--- config.mk ---
export PLATFORM = sky130hd
export DESIGN_NAME = flag_ctrl
export DESIGN_NICKNAME = d
export VERILOG_FILES = /design/src/rtl/flag_ctrl_pkg.sv /design/src/rtl/flag_ctrl_reg.sv /design/src/rtl/flag_ctrl.sv
export SDC_FILE = /design/constraint.sdc
export NUM_CORES = 1
export LEC_CHECK = 0
export CORE_AREA = 5 5 42 44
export CTS_CLUSTER_SIZE = 24
export DETAILED_ROUTE_END_ITERATION = 10
export DIE_AREA = 0 0 47 49
export MAX_ROUTING_LAYER = met4
export PLACE_DENSITY = 0.57
export SLEW_MARGIN = 20
export SYNTH_ARGS = -nofsm -noshare
export SYNTH_HDL_FRONTEND = slang
export SYNTH_HIERARCHICAL = 1
export SYNTH_SLANG_ARGS = --single-unit
--- constraint.sdc ---
create_clock -name clk -period 3.3 [get_ports clk]
set_input_delay 0.66 -clock clk [delete_from_list [all_inputs] [get_ports clk]]
set_output_delay 0.66 -clock clk [all_outputs]
set_load 0.005 [all_outputs]
--- src/rtl/flag_ctrl_pkg.sv ---
// Shared constants and types for the N/V/Z flag controller: opcodes,
// branch condition codes, flag bit positions and the branch FSM state type.
package flag_ctrl_pkg;

    // EX opcodes that touch the flag register
    localparam logic [3:0] OP_ADD = 4'b0000;
    localparam logic [3:0] OP_SUB = 4'b0001;
    localparam logic [3:0] OP_XOR = 4'b0010;
    localparam logic [3:0] OP_SLL = 4'b0100;
    localparam logic [3:0] OP_SRA = 4'b0101;
    localparam logic [3:0] OP_ROR = 4'b0110;

    // Branch condition codes (ccc)
    localparam logic [2:0] CC_NE = 3'b000;
    localparam logic [2:0] CC_EQ = 3'b001;
    localparam logic [2:0] CC_GT = 3'b010;
    localparam logic [2:0] CC_LT = 3'b011;
    localparam logic [2:0] CC_GE = 3'b100;
    localparam logic [2:0] CC_LE = 3'b101;
    localparam logic [2:0] CC_OV = 3'b110;
    localparam logic [2:0] CC_UN = 3'b111;

    // Bit positions inside the architectural flag register
    localparam int FLAG_N = 2;
    localparam int FLAG_V = 1;
    localparam int FLAG_Z = 0;

    // Bit positions inside the raw ALU flag bus (and the write-enable mask)
    localparam int ALU_N = 0;
    localparam int ALU_V = 1;
    localparam int ALU_Z = 2;

    typedef enum logic {
        ST_IDLE = 1'b0,
        ST_HOLD = 1'b1
    } state_t;

endpackage

--- src/rtl/flag_ctrl_reg.sv ---
// Three-bit flag register with an independent write enable per bit.
// Bit order is the architectural one: [2]=N [1]=V [0]=Z.
module flag_reg (
    input  logic       clk,
    input  logic       rst,
    input  logic [2:0] wen,
    input  logic [2:0] din,
    output logic [2:0] q
);

    // Each flag bit loads its new value only when its own enable is set
    always_ff @(posedge clk or posedge rst) begin
        if (rst) begin
            q <= 3'b000;
        end else begin
            for (int i = 0; i < 3; i++) begin
                if (wen[i]) begin
                    q[i] <= din[i];
                end
            end
        end
    end

endmodule

--- src/rtl/flag_ctrl.sv ---
// Flag controller: decodes which flags the EX instruction writes, owns the
// flag register, and resolves ID-stage conditional branches, stalling one
// cycle on a flag hazard unless EX flags are forwarded.
module flag_ctrl
    import flag_ctrl_pkg::*;
#(
    parameter int OPW     = 4,
    parameter int FORWARD = 0
) (
    input  logic           clk,
    input  logic           rst,
    input  logic           ex_valid,
    input  logic           ex_stall,
    input  logic [OPW-1:0] ex_opcode,
    input  logic [2:0]     alu_nvz,
    input  logic           br_valid,
    input  logic [2:0]     br_cond,
    input  logic           flush,
    output logic [2:0]     flags,
    output logic           br_stall,
    output logic           br_resolved,
    output logic           br_taken
);

    state_t     state;
    state_t     state_next;
    logic [2:0] wen_alu;
    logic [2:0] wen_reg;
    logic [2:0] din_reg;
    logic [2:0] merged;
    logic       hz;

    // Write mask in ALU bit order: ADD/SUB write all flags, shifts/XOR only Z
    function automatic logic [2:0] decode_wen(input logic [OPW-1:0] op);
        logic [2:0] w;
        case (op)
            OPW'(OP_ADD), OPW'(OP_SUB): w = 3'b111;
            OPW'(OP_XOR), OPW'(OP_SLL),
            OPW'(OP_SRA), OPW'(OP_ROR): w = 3'b100;
            default:                    w = 3'b000;
        endcase
        return w;
    endfunction

    // Evaluates a condition code against flags in register bit order
    function automatic logic cond_eval(input logic [2:0] cc, input logic [2:0] f);
        logic n;
        logic v;
        logic z;
        logic r;
        n = f[FLAG_N];
        v = f[FLAG_V];
        z = f[FLAG_Z];
        case (cc)
            CC_NE:   r = ~z;
            CC_EQ:   r = z;
            CC_GT:   r = ~z & ~n;
            CC_LT:   r = n;
            CC_GE:   r = z | (~z & ~n);
            CC_LE:   r = n | z;
            CC_OV:   r = v;
            default: r = 1'b1;
        endcase
        return r;
    endfunction

    // Write enables, reordered data, forwarded view of the flags and the hazard
    always_comb begin
        wen_alu = (ex_valid & ~ex_stall) ? decode_wen(ex_opcode) : 3'b000;
        wen_reg = {wen_alu[ALU_N], wen_alu[ALU_V], wen_alu[ALU_Z]};
        din_reg = {alu_nvz[ALU_N], alu_nvz[ALU_V], alu_nvz[ALU_Z]};
        merged  = (din_reg & wen_reg) | (flags & ~wen_reg);
        hz      = br_valid & (wen_alu != 3'b000);
    end

    flag_reg u_flag_reg (
        .clk (clk),
        .rst (rst),
        .wen (wen_reg),
        .din (din_reg),
        .q   (flags)
    );

    // Branch FSM state register
    always_ff @(posedge clk or posedge rst) begin
        if (rst) begin
            state <= ST_IDLE;
        end else begin
            state <= state_next;
        end
    end

    // Enter HOLD only on an unforwarded hazard; HOLD always lasts one cycle
    always_comb begin
        state_next = state;
        if (flush) begin
            state_next = ST_IDLE;
        end else begin
            case (state)
                ST_IDLE: begin
                    if (hz && (FORWARD == 0)) begin
                        state_next = ST_HOLD;
                    end
                end
                ST_HOLD: state_next = ST_IDLE;
                default: state_next = ST_IDLE;
            endcase
        end
    end

    // Branch outputs; forced low during reset so a held branch is dropped at once
    always_comb begin
        br_stall    = 1'b0;
        br_resolved = 1'b0;
        br_taken    = 1'b0;
        if (!rst && !flush) begin
            case (state)
                ST_IDLE: begin
                    if (br_valid) begin
                        if (!hz) begin
                            br_resolved = 1'b1;
                            br_taken    = cond_eval(br_cond, flags);
                        end else if (FORWARD != 0) begin
                            br_resolved = 1'b1;
                            br_taken    = cond_eval(br_cond, merged);
                        end else begin
                            br_stall    = 1'b1;
                        end
                    end
                end
                ST_HOLD: begin
                    br_resolved = 1'b1;
                    br_taken    = cond_eval(br_cond, flags);
                end
                default: ;
            endcase
        end
    end

endmodule
==> metrics, run 1 <==
result of the run completed; fillers 160; worst-case headroom to the max-slew limit 68.76%; area of the die 0.002303 mm2; post-detailed-placement half-perimeter wirelength 705.9 um; number of register bits inferred by synthesis 4; number of global-route vias before repair 278; start-to-end type of the worst setup path in2out; number of remaining DRC errors 0; launching element type of the critical path primary input; worst hold path class reg2reg; routability cong. 0.6147; per-instance average area after synthesis 10.86 um2; layout overhead on the synthesized area 83.13%; post-synthesis cell type with the largest combined area sky130_fd_sc_hd__dfrtp_1; placement row count 14; capturing point of the worst reg2reg path u_flag_reg/q[2]$_DFFE_PP0P_; maximum fanout count along the critical path 4; family of cells with the greatest summed delay on the critical path buffers and inverters; number of cells traversed by the worst hold path 1; number of antenna violations at the first check in global routing 0; number of buffers on the longest clock path 2; top cells by area in the synthesized netlist sky130_fd_sc_hd__dfrtp_1 (33%), sky130_fd_sc_hd__mux2_4 (15%), sky130_fd_sc_hd__nand4bb_4 (9.1%); slack of the worst reg-to-reg path 2480 ps; worst path arrival time 2360 ps; cells resized by post-CTS repair 0; skew final 0 ps; floorplan die height 49 um; Worst path slowest cell sky130_fd_sc_hd__clkdlybuf4s50_1; I/O pin total 22; Register Area 100.1 um2; Remaining Overflow, GRT 0; Port-buffer cells 21; max-slew violations 0; routed len/inst 11.76 um; H-tree depth reported by CTS 1; measured slew at the worst slew-check pin 465.0 ps; Top cell by count, worst path sky130_fd_sc_hd__clkdlybuf4s50_1; area of the core 0.001401 mm2; leakage power figure 0.2284 nW; ratio of cells with drive above 1 in the final layout 19.23%; Period Utilization, post-route 91.40%; average via count per standard cell 4.456; Mapped Area 304.0 um2; final core utilization 39.73%; net count of the finished layout 70; max-cap violations 0; Root Buffer Master sky130_fd_sc_hd__clkbuf_4; Cell Pwr Density 357.0 mW/mm2; synthesized netlist cell count 28; setup repair after global routing missed its margin false; clock transition time at the flip-flop clock pins of the worst setup and hold paths 40 ps; Post-CTS Repair Setup Buffers 0; cell breakdown of the critical path clkdlybuf4s50_1 > or3b_4 > nand4bb_4 > nor3_2 > clkdlybuf4s50_1; required time reported for the critical path endpoint 2640 ps; Period minus WS final 3016 ps; worst voltage drop across the vdd grid 0.0001958 V; number of different library cells in the post-synthesis netlist 19; drt initial violations 2; number of antenna-violating nets in the routed design 0; startpoint of the worst hold path u_flag_reg/q[1]$_DFFE_PP0P_; share of synthesized area occupied by flip-flops and latches 32.92%; Syn Nets 44; routed via count 303; routed wire length 800 um; Setup TNS Final 0 ps; Die X 47 um; area used by multi-input combinational logic 192.7 um2; worst flop-to-flop path startpoint u_flag_reg/q[2]$_DFFE_PP0P_; endpoints failing hold 0; TritonCTS clock tree yes; Yosys warnings 6; post-synth top area share 32.92%; leading cell types in the layout, fill and taps excluded sky130_fd_sc_hd__clkdlybuf4s50_1 (21), sky130_fd_sc_hd__dfrtp_1 (4), sky130_fd_sc_hd__inv_1 (3), sky130_fd_sc_hd__clkbuf_4 (3), sky130_fd_sc_hd__mux2_4 (3); worst path buffer plus inverter count 2; CTS Hold Buffers Added 0; instance count on the critical path 5; most common library cell in the layout ignoring fill and taps sky130_fd_sc_hd__clkdlybuf4s50_1; Overall Global Routing Usage 7.246%; Worst Hold Path EP u_flag_reg/q[1]$_DFFE_PP0P_; maximum number of pins on one net before global-route repair 7; depth of the worst register-to-register path 1; Worst setup EP type output pin; largest incremental delay on the critical path 510 ps; Finish-stage setup viols 0; Clock Sink Count 4; wire length of the first global-routing pass 1152 um; number of antenna diodes 0; peak clock frequency supported by timing 331.6 MHz; router iterations before antenna repair 2; initial standard-cell utilization of the core 21.70%; total clock buffers created by CTS 3; insertion delay of the later-clocked pin in the worst-skew pair 230 ps
## through the flow
stage | instance area [um2] | total power (W) | cells | worst slack [ps] | hold slack [ps]
global placement | 534.3 | 0.0001403 | 65 | 277.4 | 522.0
floorplan | 304.0 | 0.00009555 | 28 | 1233 | 388.7
CTS | 556.8 | 0.0002048 | 68 | 274.5 | 540.4
global route | 556.8 | 0.0002155 | 68 | 234.6 | 553.4
detailed placement | 534.3 | 0.0001412 | 65 | 274.5 | 529.1
finish | 556.8 | 0.0001988 | 68 | 283.9 | 536.2
## cells by family (layout without fill, tap and decap cells)
logic type | count (synthesis) | after routing | synth area share, %
and+or+nand+nor | 10 | 10 | 28.40
muxes | 4 | 4 | 18.52
buffers and inverters | 3 | 27 | 3.703
DFF | 4 | 4 | 32.92
AOI/OAI and AO/OA | 7 | 7 | 16.46
## cell usage after synthesis, drive strengths merged
library cell,number
o221ai,1
nand2b,1
mux2,4
nand2,1
a21oi,1
o21ai,1
a211oi,2
nor3,2
dfrtp,4
or3b,2
inv,3
nor2,2
or3,1
a311oi,1
nand4bb,1
a21o,1
## per-layer routing
metal	share of wire [%]	track usage, %	vias to the layer above
met5	0	-	-
met4	0	5.530	0
met3	14	3.321	0
met2	48	9.955	13
met1	38	7.778	136
li1	-	-	154
## flip-flops by register name (all words and copies together), names as in the netlist
register      cells
state             1
u_flag_reg/q      3
## power by group
| group | switching, W | total (W) | leakage, nW | internal (W) |
|---|---|---|---|---|
| combinational | 0.0000194 | 0.0000718 | 0.164 | 0.0000524 |
| clock | 0.0000185 | 0.0000591 | 0.0138 | 0.0000406 |
| sequential | 0.00000993 | 0.0000679 | 0.0503 | 0.0000579 |
| total | 0.0000478 | 0.000199 | 0.228 | 0.000151 |
## area by class of cell
| cell class | instances | area share (%) |
|---|---|---|
| Clock buffer | 3 | 4.045 |
| Inverter | 3 | 2.022 |
| Multi-Input combinational cell | 21 | 34.61 |
| Tap cell | 16 | 3.596 |
| Timing Repair Buffer | 21 | 37.75 |
| Sequential cell | 4 | 17.98 |
## how the worst max path moves through the flow
stage | slack (ps) | end | from
after floorplan | 1230 | br_stall | ex_opcode[3]
after global placement | 280 | br_stall | ex_valid
after detailed placement | 270 | br_stall | ex_valid
after CTS | 270 | br_stall | ex_valid
after global routing | 230 | br_taken | br_cond[1]
final | 280 | br_stall | ex_valid
(Power assumes the default switching activity.)
==> run 2, diff against run 1 <==
==> constraint.sdc (replaced) <==
create_clock -name clk -period 3.71 [get_ports clk]
set_input_delay 0.742 -clock clk [delete_from_list [all_inputs] [get_ports clk]]
set_output_delay 0.742 -clock clk [all_outputs]
set_load 0.005 [all_outputs]
==> run 2 against run 1 <==
Worst setup slack gained 250 ps. Critical endpoint unchanged. Final cell count is the same. Largest power group unchanged. Sequential share of layout area is the same. Clock skew is the same. Register-to-register slack gained 410 ps. Count of clock-buffer cells in the layout is the same. Global-route usage shrank 0.14 points. Critical path type unchanged. Die area is the same. First-iteration DRC count is the same.
==> metrics, run 2 (synthesis results as in run 1) <==
number of antenna-violating nets in the routed design 0 (unchanged); Remaining Overflow, GRT 0 (unchanged); maximum fanout count along the critical path 4 (unchanged); max-slew violations 0 (unchanged); Cell Pwr Density 318.5 mW/mm2 (was 357.0 mW/mm2); cells resized by post-CTS repair 0 (unchanged); leading cell types in the layout, fill and taps excluded sky130_fd_sc_hd__clkdlybuf4s50_1 (21), sky130_fd_sc_hd__dfrtp_1 (4), sky130_fd_sc_hd__inv_1 (3), sky130_fd_sc_hd__clkbuf_4 (3), sky130_fd_sc_hd__mux2_4 (3) (unchanged); max-cap violations 0 (unchanged); Finish-stage setup viols 0 (unchanged); most common library cell in the layout ignoring fill and taps sky130_fd_sc_hd__clkdlybuf4s50_1 (unchanged); maximum number of pins on one net before global-route repair 7 (unchanged); Die X 47 um (unchanged); worst hold path class reg2reg (unchanged); router iterations before antenna repair 2 (unchanged); routed wire length 811 um (was 800 um); placement row count 14 (unchanged); Port-buffer cells 21 (unchanged); area of the core 0.001401 mm2 (unchanged); result of the run completed (unchanged); routed len/inst 11.93 um (was 11.76 um); Worst setup EP type output pin (unchanged); internal power 0.0001343 W (was 0.0001509 W); clock transition time at the flip-flop clock pins of the worst setup and hold paths 40 ps (about the same); total clock buffers created by CTS 3 (unchanged); drt initial violations 2 (unchanged); Period minus WS final 3180 ps; switching power of the nets 0.00004305 W (was 0.00004784 W); skew final 0 ps (unchanged); routability cong. 0.6131 (was 0.6147); endpoints failing hold 0 (unchanged); net count of the finished layout 70 (unchanged); area of the die 0.002303 mm2 (unchanged); Overall Global Routing Usage 7.101% (was 7.246%); Period Utilization, post-route 85.72%; required time reported for the critical path endpoint 2970 ps (was 2640 ps); switching share of power 24.27% (was 24.06%); placed cell count 65 (unchanged); Clock Sink Count 4 (unchanged); non-filler instance count after layout 68 (unchanged); number of global-route vias before repair 278 (unchanged); post-detailed-placement half-perimeter wirelength 707.8 um (was 705.9 um); share of power burned in registers 34.0% (was 34.1%); launching element type of the critical path primary input (unchanged); peak clock frequency supported by timing 314.5 MHz; Post-CTS Repair Setup Buffers 0 (unchanged); number of remaining DRC errors 0 (unchanged); Reg with most FFs u_flag_reg/q (unchanged); worst voltage drop across the vdd grid 0.0001749 V (was 0.0001958 V); H-tree depth reported by CTS 1 (unchanged); floorplan die height 49 um (unchanged); fillers 164 (was 160); number of antenna diodes 0 (unchanged); wire length of the first global-routing pass 1117 um (was 1152 um); routed via count 304 (was 303); Root Buffer Master sky130_fd_sc_hd__clkbuf_4 (unchanged); layout overhead on the synthesized area 83.13% (unchanged); worst-case headroom to the max-slew limit 68.99% (was 68.76%); number of buffers on the longest clock path 2 (unchanged); TritonCTS clock tree yes (unchanged); CTS Hold Buffers Added 0 (unchanged); leakage power figure 0.2284 nW (unchanged); Largest regs u_flag_reg/q x3, state x1 (unchanged); Register Area 100.1 um2 (unchanged); setup repair after global routing missed its margin false (unchanged); worst path arrival time 2440 ps (was 2360 ps); number of antenna violations at the first check in global routing 0 (unchanged); insertion delay of the later-clocked pin in the worst-skew pair 230 ps (about the same); number of cells traversed by the worst hold path 1 (unchanged); Largest register FFs 3 (unchanged); initial standard-cell utilization of the core 21.70% (unchanged); proportion of power drawn by combinational gates 36.0% (was 36.1%); Setup TNS Final 0 ps (unchanged); measured slew at the worst slew-check pin 461.6 ps (was 465.0 ps); area used by multi-input combinational logic 192.7 um2 (unchanged); depth of the worst register-to-register path 1 (unchanged); start-to-end type of the worst setup path in2out (unchanged); clock power share 30.0% (was 29.7%); I/O pin total 22 (unchanged); ratio of cells with drive above 1 in the final layout 19.23% (unchanged); average via count per standard cell 4.471 (was 4.456)
[run 2: cell counts in the layout (fill, tap and decap cells not counted)]
No cell type changed its count.
[run 2: area by class of cell]
class	count	area share [%]
Timing Repair Buffer	21	37.75
Multi-Input combinational cell	21	34.61
Inverter	3	2.022
Sequential cell	4	17.98
Tap cell	16	3.596
Clock buffer	3	4.045
[run 2: worst paths after layout]
kind                                               endpoint  slack, ps                         from
worst min-delay path            u_flag_reg/q[1]$_DFFE_PP0P_        540  u_flag_reg/q[1]$_DFFE_PP0P_
worst max-delay path                               br_stall        530                     ex_valid
worst max register to register  u_flag_reg/q[2]$_DFFE_PP0P_       2890  u_flag_reg/q[2]$_DFFE_PP0P_
max in group asynchronous       u_flag_reg/q[1]$_DFFE_PP0P_       2770                          rst
min in group asynchronous                   state$_DFF_PP0_        750                          rst
worst min register to register  u_flag_reg/q[1]$_DFFE_PP0P_        540  u_flag_reg/q[1]$_DFFE_PP0P_
[run 2: per-stage QoR]
stage | hold slack, ps | area, um2 | setup WS, ps | util [%] | total power, W
2_1_floorplan | 470.7 | 304.0 | 1479 | - | 0.00008499
3_3_place_gp | 522.1 | 534.3 | 523.4 | 38.13 | 0.0001248
3_5_place_dp | 529.1 | 534.3 | 517.0 | 38.13 | 0.0001257
4_1_cts | 540.7 | 556.8 | 516.3 | 39.73 | 0.0001830
5_1_grt | 553.3 | 556.8 | 474.2 | 39.73 | 0.0001912
6_report | 536.4 | 556.8 | 529.9 | 39.73 | 0.0001773
[run 2: power by group through the flow]
stage | Clock, W | Sequential (W) | Combinational [W]
final | 0.0000531 | 0.0000604 | 0.0000639
after global placement | 0 | 0.0000607 | 0.0000640
after floorplan | 0 | 0.0000597 | 0.0000253
after global routing | 0.0000616 | 0.0000616 | 0.0000680
after detailed placement | 0 | 0.0000611 | 0.0000645
after CTS | 0.0000573 | 0.0000607 | 0.0000650
[run 2: critical path, stage by stage]
cell and delay [ps]:
sky130_fd_sc_hd__clkdlybuf4s50_1 440, sky130_fd_sc_hd__or3b_4 390, sky130_fd_sc_hd__nand4bb_4 240, sky130_fd_sc_hd__nor3_2 110, sky130_fd_sc_hd__clkdlybuf4s50_1 510
[run 2: routing by layer]
| metal | routed length, um | track usage (%) | vias to the layer above |
|---|---|---|---|
| met5 | 0 | - | - |
| met4 | 0 | 5.530 | 0 |
| met3 | 108 | 3.321 | 0 |
| met1 | 305 | 7.333 | 137 |
| li1 | - | - | 154 |
| met2 | 396 | 9.955 | 13 |
==> run 3, diff against run 2 <==
--- a/config.mk
+++ b/config.mk
@@ -11,6 +11,7 @@
 export DIE_AREA = 0 0 47 49
 export MAX_ROUTING_LAYER = met4
 export PLACE_DENSITY = 0.57
+export SKIP_CTS_REPAIR_TIMING = 1
 export SLEW_MARGIN = 20
 export SYNTH_ARGS = -nofsm -noshare
 export SYNTH_HDL_FRONTEND = slang
==> results of run 3 <==
Final layout, timing and power as in run 2 (identical DEF).
==> RTL change 1, RTL diff (config.mk and constraints of run 3) <==
The parameter `OPW` goes from 4 to 2.
--- a/src/rtl/flag_ctrl.sv
+++ b/src/rtl/flag_ctrl.sv
@@ -4,7 +4,7 @@
 module flag_ctrl
     import flag_ctrl_pkg::*;
 #(
-    parameter int OPW     = 4,
+    parameter int OPW     = 2,
     parameter int FORWARD = 0
 ) (
     input  logic           clk,
Ports: changed (resized ex_opcode); port bits go from 22 to 20. No check against the original RTL was run, so the function may have changed too.
==> RTL change 1 against run 3 <==
Final area shrank 8.8%. First-iteration DRC count rose by 50%. Routed wire length down 21%. Area after synthesis is 9.5% lower. Worst setup slack gained 40 ps. Global-route usage decreased by 0.44 points. Via count down 6.6%. Total power is 7.4% lower. Sequential share of layout area is 1.7 points higher. Sequential cell count unchanged.
==> RTL change 1: results (changes against run 3) <==
Power and ir drop
  – Peak VDD IR: 0.000159 V (-9.2%)
  – Leak pwr: 0.210 nW (-7.8%)
  – Switching Fraction: 0.239 (-0.00421)

CTS
  – Clock transition at path regs: 40 ps (about the same)
  – Worst skew pair latency: 230 ps (about the same)
  – Clock tree root driver cell: clkbuf_4
  – CTS buffer count: 3 (unchanged)
  – Maximum root-to-sink buffer count: 2 (unchanged)

Placed design
  – DP Worst Slack: 559 ps (+42.0 ps)
  – Post-DP HPWL: 566 um (-20%)
  – PortBufs: 19 (-9.5%)
  – Placed insts: 64 (-1.5%)
  – Placed Area: 485 um2 (-9.1%)
  – GP Congestion: 0.599 (-2.3%)

Global route
  – Tot GR Track Use: 0.0666 (-0.00444)
  – Initial antenna violation count: 0 (unchanged)
  – Vias in the first global route: 272 (-2.2%)
  – First-pass GRT wire length: 993 um (-11%)

Setup path
  – Worst path max stage delay: 560 ps (+50 ps)
  – Critical-path top delay cell: clkdlybuf4s50_1
  – CP startpoint: br_cond[1]
  – Largest delay share family, worst path: buffers and inverters
  – Reg2Reg Setup Slack: 2890 ps (about the same)
  – CP Capture Point: br_taken
  – FF-to-FF Start: u_flag_reg/q[2]
  – Crit-path max FO: 6 (+2)
  – R2R depth: 1 (unchanged)

Drt
  – DR pass1 iterations: 2 (unchanged)
  – Total Routed Length: 638 um (-21%)
  – Initial DRC count: 3 (+1)
  – Vias after detailed routing: 284 (-6.6%)

Cells and area
  – Clock network share of area: 0.0443 (+0.00389)
  – Fraction of area in multi-input gates: 0.323 (-0.0234)
  – FF/Latch Area: 100 um2 (unchanged)
  – Largest Register: u_flag_reg/q
  – Largest registers: u_flag_reg/q (3), state (1)
  – Signal buf overhead: 0.374 (-0.00315)
  – Layout cells sized above 1: 0.137 (-0.0551)
  – Fillers: 163 (-0.61%)
  – Multi-input gate count: 22 (+4.8%)
  – Non-clock buffers: 19 (-9.5%)
  – Non-filler cells in the finished layout: 67 (-1.5%)

Hold path
  – Hold Path Depth: 1 (unchanged)
  – Hold_sp: u_flag_reg/q[1]

Logic synthesis
  – Mapped Avg Cell Area: 9.49 um2 (-13%)
  – Top post-synthesis cells by area: dfrtp_1, mux2_4, a211oi_1
  – Syn nets: 43 (-2.3%)
  – Post-synth ARST share: 1.00 (unchanged)
  – Seq cells post-synth: 4 (unchanged)
  – Yosys cell types: 13 (-6)
  – Seq/Total Area, Yosys: 0.364 (+0.0344)
  – Synth cell count leaders: dfrtp_1, nor2_1
  – Gate Count Post-Synth: 29 (+3.6%)

Outcome
  – Result of the run: completed

Timing
  – Hold Worst Slack: 534 ps (-2.68 ps)
  – Final Worst Setup Slack: 570 ps (+40.2 ps)
  – Slew headroom: 0.826 (+0.136)
RTL change 1: power groups by stage:
stage	combinational [W]	clock, W	sequential [W]
finish	0.0000546	0.0000519	0.0000578
global route	0.0000598	0.0000556	0.0000599
CTS	0.0000557	0.0000556	0.0000582
detailed placement	0.0000552	0	0.0000586
global placement	0.0000549	0	0.0000588
floorplan	0.0000221	0	0.0000579
RTL change 1: layer usage:
layer,up-vias,GRT usage,share of wire
li1,150,-,-
met1,120,0.0752,0.39
met2,14,0.0837,0.47
met3,0,0.0221,0.13
met4,0,0.0691,0
met5,-,-,0
RTL change 1: cells by family after synthesis:
family                 after synthesis  synth area share
AOI/OAI and AO/OA                    7             0.173
muxes                                3             0.164
and+or+nand+nor                     12             0.259
buffers and inverters                3            0.0409
DFF                                  4             0.364
RTL change 1: through the flow:
stage | total power (W) | util
after floorplan | 0.0000800 | -
after global placement | 0.000114 | 0.346
after detailed placement | 0.000114 | 0.346
after CTS | 0.000169 | 0.363
after global routing | 0.000175 | 0.363
final | 0.000164 | 0.363
==> RTL change 2, RTL diff (flow settings as in run 3) <==
Without the edit above. Put a register stage on the output `flags`, with the module's reset. The value now appears one clock later. The other outputs are not delayed to match. Comments in the files are not updated.
--- a/src/rtl/flag_ctrl.sv
+++ b/src/rtl/flag_ctrl.sv
@@ -21,6 +21,8 @@
     output logic           br_resolved,
     output logic           br_taken
 );
+
+    logic [2:0] flags_d;
 
     state_t     state;
     state_t     state_next;
@@ -69,7 +71,7 @@
         wen_alu = (ex_valid & ~ex_stall) ? decode_wen(ex_opcode) : 3'b000;
         wen_reg = {wen_alu[ALU_N], wen_alu[ALU_V], wen_alu[ALU_Z]};
         din_reg = {alu_nvz[ALU_N], alu_nvz[ALU_V], alu_nvz[ALU_Z]};
-        merged  = (din_reg & wen_reg) | (flags & ~wen_reg);
+        merged  = (din_reg & wen_reg) | (flags_d & ~wen_reg);
         hz      = br_valid & (wen_alu != 3'b000);
     end
 
@@ -78,7 +80,7 @@
         .rst (rst),
         .wen (wen_reg),
         .din (din_reg),
-        .q   (flags)
+        .q   (flags_d)
     );
 
     // Branch FSM state register
@@ -119,7 +121,7 @@
                     if (br_valid) begin
                         if (!hz) begin
                             br_resolved = 1'b1;
-                            br_taken    = cond_eval(br_cond, flags);
+                            br_taken    = cond_eval(br_cond, flags_d);
                         end else if (FORWARD != 0) begin
                             br_resolved = 1'b1;
                             br_taken    = cond_eval(br_cond, merged);
@@ -130,11 +132,19 @@
                 end
                 ST_HOLD: begin
                     br_resolved = 1'b1;
-                    br_taken    = cond_eval(br_cond, flags);
+                    br_taken    = cond_eval(br_cond, flags_d);
                 end
                 default: ;
             endcase
         end
     end
 
+    always_ff @(posedge clk or posedge rst) begin
+        if (rst) begin
+            flags <= '0;
+        end else begin
+            flags <= flags_d;
+        end
+    end
+
 endmodule
Check against the original RTL: not equivalent (a bounded check fails within 4 cycles, from zero or initial values and one cycle with rst high).
==> RTL change 2 against run 3 <==
Global-route usage is 0.69 points higher. Cell count is 5.9% higher. Total power is 31% higher. Worst setup slack better by 8.0 ps. Fmax is 0.25% higher. Sequential cell count is 3 higher. Clock power is 23% higher. Utilization is 5.6 points higher. Area after synthesis is 25% higher. Synthesized cell count is 11% higher. Clock skew hardly changed. Highest routed layer unchanged. Final area is 14% higher. Routed wire length is 1.7% lower.
==> RTL change 2: results (changes against run 3) <==
Setup path
  – Crit-path max FO: 4 (unchanged)
  – Worst r2r dst: u_flag_reg/q[0]
  – FF-to-FF Start: u_flag_reg/q[0]
  – Reg2Reg Setup Slack: 2880 ps (about the same)
  – R2R depth: 1 (unchanged)
  – Arrival time at the worst endpoint: 2430 ps

Cells and area
  – Layout cells sized above 1: 0.179 (-0.0137)
  – Final nets: 73 (+4.3%)
  – Largest registers: flags (3), u_flag_reg/q (3), state (1)
  – Inserted Diodes: 0 (unchanged)

Timing
  – Final Setup Violations: 0 (unchanged)
  – Final Skew: 0.352 ps (+0.352 ps)
  – Worst slew pin tran: 407 ps (-54.8 ps)
  – Hold Worst Slack: 412 ps (-125 ps)

Placed design
  – PortBufs: 21 (unchanged)
  – GP Congestion: 0.653 (+6.5%)
  – Post-DP HPWL: 680 um (-3.9%)
  – Placed Area: 609 um2 (+14%)
  – Placed insts: 68 (+4.6%)

Drt
  – Vias after detailed routing: 327 (+7.6%)
  – DR vias/cell: 4.54 (+1.6%)
  – Initial DRC count: 2 (unchanged)
  – DR pass1 iterations: 4 (+2)
  – Total Routed Length: 797 um (-1.7%)

CTS
  – Worst skew pair latency: 240 ps
  – Clock transition at path regs: 50 ps
  – Clock tree root driver cell: clkbuf_4
  – CTS buffer count: 3 (unchanged)
  – Maximum root-to-sink buffer count: 2 (unchanged)
  – H-tree depth: 1 (unchanged)

Hold path
  – Worst min-delay path class: reg -> reg
  – Hold Path Depth: 0 (-1)
  – Hold_sp: u_flag_reg/q[1]
  – Hold path endpoint: flags[1]

Logic synthesis
  – Synthesis Warnings: 6 (unchanged)
  – Yosys cell types: 19 (unchanged)
  – Seq/Total Area, Yosys: 0.462 (+0.133)
  – Top post-synthesis cells by area: dfrtp_1, mux2_4, nand4bb_4
  – Post-synth ARST share: 1.00 (unchanged)
  – Syn nets: 47 (+6.8%)
  – Gate Count Post-Synth: 31 (+11%)
  – Synth cell count leaders: dfrtp_1, inv_1, mux2_4

Power and ir drop
  – Leak pwr: 0.266 nW (+16%)
  – Peak VDD IR: 0.000220 V (+26%)

Global route
  – Initial antenna violation count: 0 (unchanged)
  – Tot GR Track Use: 0.0779 (+0.00692)
  – Vias in the first global route: 296 (+6.5%)
  – Largest net degree at the start of global routing: 7 (unchanged)
  – First-pass GRT wire length: 1.22 mm (+9.3%)

Outcome
  – Result of the run: completed
RTL change 2: kinds of logic (layout without fill, tap and decap cells):
group                  count (synthesis)  count (layout)  synth area share
AOI/OAI and AO/OA                      7               7             0.132
buffers and inverters                  3              28            0.0297
muxes                                  4               4             0.149
DFF                                    7               7             0.462
and+or+nand+nor                       10              10             0.228
RTL change 2: how the worst max path moves through the flow:
stage	slack, ps	depth (start not counted)	start	end
floorplan	1480	3	ex_opcode[3]	br_stall
global placement	530	5	ex_valid	br_stall
detailed placement	510	5	ex_valid	br_stall
CTS	520	5	ex_valid	br_stall
global route	460	5	ex_valid	br_stall
finish	540	5	ex_valid	br_stall
RTL change 2: worst max-delay path, cell delays in order:
cell             delay [ps]
clkdlybuf4s50_1         440
or3b_4                  390
nand4bb_4               240
nor3_2                  100
clkdlybuf4s50_1         520
RTL change 2: where the power goes:
group          switching [W]  internal (W)
Clock              0.0000247     0.0000408
Sequential         0.0000117     0.0000914
Combinational      0.0000174     0.0000468
Total              0.0000538      0.000179
RTL change 2: final cells by class:
| cell class | count | area, um2 |
|---|---|---|
| Clock buffer | 4 | 26.3 |
| Fill cell | 149 | 766 |
| Inverter | 3 | 11.3 |
| Multi-Input combinational cell | 21 | 193 |
| Sequential cell | 7 | 175 |
| Tap cell | 16 | 20.0 |
| Timing Repair Buffer | 21 | 210 |
RTL change 2: routing by layer:
layer / share of wire / global-route usage / up-vias
met5: 0 / - / -
met4: 0 / 0.0415 / 0
met3: 0.11 / 0.0332 / 0
met2: 0.46 / 0.102 / 12
met1: 0.43 / 0.0993 / 147
li1: - / - / 168
RTL change 2: metrics by stage:
step,total power (W),worst slack [ps]
after floorplan,0.000127,1480
after global placement,0.000169,527
after detailed placement,0.000169,514
after CTS,0.000236,517
after global routing,0.000250,462
final,0.000233,538
